**config.mk**
```make
export PLATFORM = sky130hd
export DESIGN_NAME = instruction_fetch_memory
export DESIGN_NICKNAME = d
export VERILOG_FILES = /design/src/rtl/instruction_fetch_memory.sv
export SDC_FILE = /design/constraint.sdc
export NUM_CORES = 2
export LEC_CHECK = 0
export BUFFER_PORTS_ARGS = -buffer_cell sky130_fd_sc_hd__buf_2
export CAP_MARGIN = 0
export CORE_MARGIN = 2
export CORE_UTILIZATION = 45
export DETAILED_ROUTE_END_ITERATION = 8
export GPL_ROUTABILITY_DRIVEN = 0
export REMOVE_ABC_BUFFERS = 1
export SETUP_SLACK_MARGIN = 0.3
export SYNTH_ARGS = -nofsm -noshare
export SYNTH_HDL_FRONTEND = slang
export SYNTH_SLANG_ARGS = --single-unit
```
**constraint.sdc**
```tcl
create_clock -name clock -period 6.5 [get_ports clock]
set_clock_uncertainty 0.05 [all_clocks]
set_input_delay 1.95 -clock clock [delete_from_list [all_inputs] [get_ports clock]]
set_output_delay 1.95 -clock clock [all_outputs]
set_load 0.02 [all_outputs]
```
**src/rtl/instruction_fetch_memory.sv**
```systemverilog
// Pipelined instruction memory: valid/ready fetch port, run-time load port, address-fault detection.
// Optional feature: define PARITY_CHECK_EN to store and check one even-parity bit per word.
module instruction_fetch_memory #(
    parameter int                    DATA_WIDTH     = 32,
    parameter int                    DEPTH          = 128,
    parameter int                    ADDR_WIDTH     = 32,
    parameter int                    READ_LATENCY   = 1,
    parameter bit                    BYTE_ADDRESSED = 1'b1,
    parameter logic [DATA_WIDTH-1:0] NOP_WORD       = '0
) (
    input  logic                  clock,
    input  logic                  reset_n,
    input  logic                  req_valid,
    output logic                  req_ready,
    input  logic [ADDR_WIDTH-1:0] req_address,
    output logic                  rsp_valid,
    input  logic                  rsp_ready,
    output logic [DATA_WIDTH-1:0] instruction,
    output logic                  addr_fault,
    output logic                  parity_error,
    input  logic                  load_en,
    input  logic [ADDR_WIDTH-1:0] load_address,
    input  logic [DATA_WIDTH-1:0] load_data
);

    localparam int IDX_W = (DEPTH > 1) ? $clog2(DEPTH) : 1;

    function automatic logic [ADDR_WIDTH-1:0] word_index(input logic [ADDR_WIDTH-1:0] a);
        return BYTE_ADDRESSED ? (a >> 2) : a;
    endfunction

    function automatic logic addr_bad(input logic [ADDR_WIDTH-1:0] a);
        return (BYTE_ADDRESSED && (a[1:0] != 2'b00)) ||
               (word_index(a) >= ADDR_WIDTH'(DEPTH));
    endfunction

    function automatic logic [IDX_W-1:0] mem_index(input logic [ADDR_WIDTH-1:0] a);
        return IDX_W'(word_index(a));
    endfunction

    logic [DATA_WIDTH-1:0]   mem_q [DEPTH];

    logic [READ_LATENCY-1:0] valid_q, valid_d;
    logic [READ_LATENCY-1:0] fault_q, fault_d;
    logic [READ_LATENCY-1:0] perr_q, perr_d;
    logic [DATA_WIDTH-1:0]   data_q [READ_LATENCY];
    logic [DATA_WIDTH-1:0]   data_d [READ_LATENCY];

    logic                  stall;
    logic                  accept;
    logic                  req_fault;
    logic                  load_ok;
    logic [IDX_W-1:0]      rd_index;
    logic [IDX_W-1:0]      wr_index;
    logic [DATA_WIDTH-1:0] rd_word;
    logic                  rd_perr;

    // A response sitting at the output that nobody takes freezes the whole pipe.
    assign stall     = valid_q[READ_LATENCY-1] & ~rsp_ready;
    assign req_ready = ~load_en & ~stall;
    assign accept    = req_valid & req_ready;

    assign req_fault = addr_bad(req_address);
    assign rd_index  = mem_index(req_address);
    assign rd_word   = mem_q[rd_index];
    assign wr_index  = mem_index(load_address);
    assign load_ok   = load_en & ~addr_bad(load_address);

    // Storage is not reset: program contents survive a pipeline reset.
    always_ff @(posedge clock) begin
        if (load_ok) begin
            mem_q[wr_index] <= load_data;
        end
    end

`ifdef PARITY_CHECK_EN
    logic par_q [DEPTH];

    always_ff @(posedge clock) begin
        if (load_ok) begin
            par_q[wr_index] <= ^load_data;
        end
    end

    assign rd_perr = (^rd_word) ^ par_q[rd_index];
`else
    assign rd_perr = 1'b0;
`endif

    // Stage 0 captures the array read; later stages only delay it. Data moves only with a valid
    // beat so the output word holds its last value across empty slots.
    always_comb begin
        valid_d = valid_q;
        fault_d = fault_q;
        perr_d  = perr_q;
        data_d  = data_q;
        if (!stall) begin
            valid_d[0] = accept;
            if (accept) begin
                data_d[0]  = req_fault ? NOP_WORD : rd_word;
                fault_d[0] = req_fault;
                perr_d[0]  = ~req_fault & rd_perr;
            end
            for (int i = 1; i < READ_LATENCY; i++) begin
                valid_d[i] = valid_q[i-1];
                if (valid_q[i-1]) begin
                    data_d[i]  = data_q[i-1];
                    fault_d[i] = fault_q[i-1];
                    perr_d[i]  = perr_q[i-1];
                end
            end
        end
    end

    always_ff @(posedge clock or negedge reset_n) begin
        if (!reset_n) begin
            valid_q <= '0;
            fault_q <= '0;
            perr_q  <= '0;
            for (int i = 0; i < READ_LATENCY; i++) begin
                data_q[i] <= NOP_WORD;
            end
        end else begin
            valid_q <= valid_d;
            fault_q <= fault_d;
            perr_q  <= perr_d;
            data_q  <= data_d;
        end
    end

    assign rsp_valid    = valid_q[READ_LATENCY-1];
    assign instruction  = data_q[READ_LATENCY-1];
    assign addr_fault   = fault_q[READ_LATENCY-1];
    assign parity_error = perr_q[READ_LATENCY-1];

endmodule
```
==> key figures <==
Clock tree
  – Clock edge transition at the registers on the reported setup and hold paths: 0.06 ns
  – Clock insertion delay at the later pin of the skew report: 0.98 ns
  – Max H-tree Level: 5
  – Quantity of gates resized following cts: 0
  – Hold Buf Count CTS: 0
  – Root buf cell: clkbuf_16
  – TritonCTS Buffers: 416
  – Buffer depth of the longest clock path: 4
  – Total number of clock tree sinks: 4130
  – Count of buffers added by post-CTS timing repair for setup: 0
  – Clock tree from TritonCTS: done

Routing
  – Detailed-route vias per instance: 6.37
  – Detail Route Antenna Nets: 0
  – Detailed-route wire length per cell: 36.4 um
  – 1st-pass router iterations: 6
  – DRC Markers: 0
  – Wire length after detailed routing: 473000 um
  – Number of vias in the routed layout: 82900
  – Initial detailed-routing violation count: 12300

Synthesis
  – Number of synthesized register bits: 4130
  – Unique cell type count in the Yosys netlist: 66
  – Share of synthesized flip-flops with an asynchronous set or reset: 0.823%
  – Average size of a mapped cell: 21.2 um2
  – Number of enable flip-flop cells after synthesis: 4096
  – Netlist area before placement: 0.159 mm2
  – Post-synthesis cell count: 7480
  – Synth Flop Type: edfxtp_1
  – Yosys Warn Count: 0
  – Part of the Yosys area used for sequential elements: 78.1%

Setup path
  – Crit path capture type: flip-flop
  – Top fanout value on the critical path: 12
  – Reg-to-reg critical path startpoint: rsp_valid
  – Depth of the worst register-to-register path: 9
  – Slack of the worst reg-to-reg path: 1.74 ns
  – Critical Path AT: 6.42 ns
  – Endpoint of the lowest-slack register-to-register path: instruction[5]
  – Path type of the worst setup path: primary input to flip-flop
  – Required @ worst endpoint: 7.32 ns
  – Capturing instance or port of the critical path: instruction[5]
  – CP Launch Point: load_en
  – Critical Path Start Type: primary input

Floorplanning
  – IO Pins: 137
  – Number of standard-cell rows in the floorplan: 217
  – Initial Util: 45.3%
  – CORE AREA: 0.350 mm2
  – Vertical die dimension: 598 um
  – Die W: 598 um
  – Area enclosed by the die boundary: 0.357 mm2

Final layout
  – Area used by multi-input combinational logic: 0.0331 mm2
  – Fraction of layout cells with a size suffix above 1: 24.6%
  – Layout Nets: 8133
  – Growth of design area from synthesis to finish: 14.5%
  – Post-layout instance area: 0.182 mm2
  – Register Area: 0.124 mm2
  – Top library cells by usage in the layout, fill and taps aside: 4096 x edfxtp_1, 707 x mux2i_1, 684 x mux4_2
  – Leading cell type in the layout, fill and taps excluded: edfxtp_1
  – Final core occ: 51.9%
  – Filler cell count: 27000

Hold path
  – Worst min-delay path category: flip-flop to flip-flop

STA
  – Hold violation count in the final report: 0
  – RSZ-0062 raised after global routing: false
  – Final period utilization: 86.1%
  – Worst slew margin relative to its limit: 4.61%
  – Worst-margin pin slew: 1.43 ns
  – Final worst path period need: 5.60 ns
  – Highest achievable clock rate: 0.179 GHz
  – Min setup slack post-route: 0.902 ns
  – Setup violations, final: 0
  – Total Negative Setup Slacks: 0 ns
  – Pins Over Slew Limit: 0

Power and ir drop
  – Overall Power: 56200 uW
  – Maximum vdd drop: 257 uV
  – Static power due to leakage: 0.0580 uW
  – Power per Cell Area: 309 mW/mm2

Global route
  – Vias in the first global route: 80600
  – All-Layer GR Usage: 26.3%
  – Sum of overflow across all layers after global routing: 0
  – M1 GR Usage: 37.0%
  – Grt met2 use: 40.9%
  – First-pass GRT wire length: 653000 um
  – Pin count of the biggest net entering global routing: 129
  – Number of antenna violations at the first check in global routing: 50
  – GR peak layer: met2
  – Met3 Use GR: 4.71%

Placed design
  – Post-Place Setup Slack: 0.160 ns
  – Placement Cell Area: 0.168 mm2
  – Estimated wirelength of the detail-placed design: 278000 um
  – Number of buffers inserted by port buffering: 135

Job
  – Total of max-cap violations: 0

Run status
  – Outcome: completed
-- Yosys cell counts, drive strengths merged, types with 5 or more instances --
library cell  number  area, um2
edfxtp          4096     123000
mux2i            707       7080
mux4             684      15400
a22oi            284       2130
buf              256       1970
nor2             200        751
clkbuf           178        668
a21oi            129        646
o21ai            108        541
o221ai            99        867
nand2             98        368
nand3             88        440
o22ai             85        532
and2              44        275
a221oi            35        313
a211oi            34        255
dfrtp             34        851
mux2              32        360
nor4              31        200
a22o              29        254
o211ai            23        173
nor3              21        110
a31oi             17        106
nor2b             17        106
o2111ai           16        140
a32oi             13        114
nand4             13       81.3
a2111oi           12        105
o31ai             12       90.1
or4               12       93.8
and3              10       62.6
a221o              7       70.1
a41oi              7       61.3
nand2b             7       43.8
inv                6       22.5
o41ai              5       43.8
-- area by class of cell --
| type | count | share of cell area, % |
|---|---|---|
| diodes | 19 | 0.0262 |
| clock buffers | 502 | 6.05 |
| clock inverters | 271 | 1.55 |
| inverters | 7 | 0.0172 |
| multi-input cells | 2909 | 18.3 |
| flip-flops and latches | 4130 | 68.2 |
| well taps | 4599 | 3.17 |
| repair buffers | 568 | 2.70 |
-- layer usage --
layer / wire (um) / share of wire (%)
met1: 183000 / 39
met2: 221000 / 47
met3: 48400 / 10
met4: 21400 / 4.5
met5: 37 / 0.0078
-- worst max-delay path, stage by stage --
cell       delay (ns)
buf_2            0.26
nand3b_1         0.62
buf_4            0.37
or4_1            0.97
buf_4            0.38
nor2_1           0.59
o2111ai_1        0.91
nand3_1          0.33
-- state kept, by name, indices dropped and copies added (netlist names) --
name	flops
addr_fault	1
mem_q	4096
rsp_valid	1
instruction	32
-- metrics by stage --
| stage | instances | hold slack, ns |
|---|---|---|
| finish | 13000 | 0.440 |
| global route | 13000 | 0.488 |
| CTS | 13000 | 0.445 |
| detailed placement | 12200 | 0.431 |
| global placement | 12200 | 0.427 |
| floorplan | 7046 | 0.543 |
-- power breakdown --
| part | internal [uW] | switching, uW |
|---|---|---|
| Combinational | 818 | 1800 |
| Clock | 14100 | 10100 |
| Sequential | 29300 | 0.461 |
| Total | 44200 | 11900 |
-- how the worst min path moves through the flow --
| stage | end | startpoint | cells past startpoint | slack, ns |
|---|---|---|---|---|
| 6_report | instruction[20] | instruction[20] | 2 | 0.44 |
| 5_1_grt | instruction[20] | instruction[20] | 2 | 0.49 |
| 4_1_cts | instruction[20] | instruction[20] | 2 | 0.45 |
| 3_5_place_dp | instruction[20] | instruction[20] | 2 | 0.43 |
| 3_3_place_gp | instruction[20] | instruction[20] | 2 | 0.43 |
| 2_1_floorplan | instruction[14] | instruction[14] | 2 | 0.54 |
-- kinds of logic (layout without fill, tap and decap cells) --
| logic type | count (synthesis) | in the layout | synth area share [%] |
|---|---|---|---|
| other | 1 | 20 | 0.00236 |
| buffers and inverters | 441 | 1348 | 1.68 |
| muxes | 1423 | 1423 | 14.4 |
| DFF | 4130 | 4130 | 78.1 |
| and+or+nand+nor | 556 | 556 | 1.67 |
| AOI/OAI and AO/OA | 929 | 929 | 4.14 |
No activity file was read; power rests on OpenSTA's default activity.
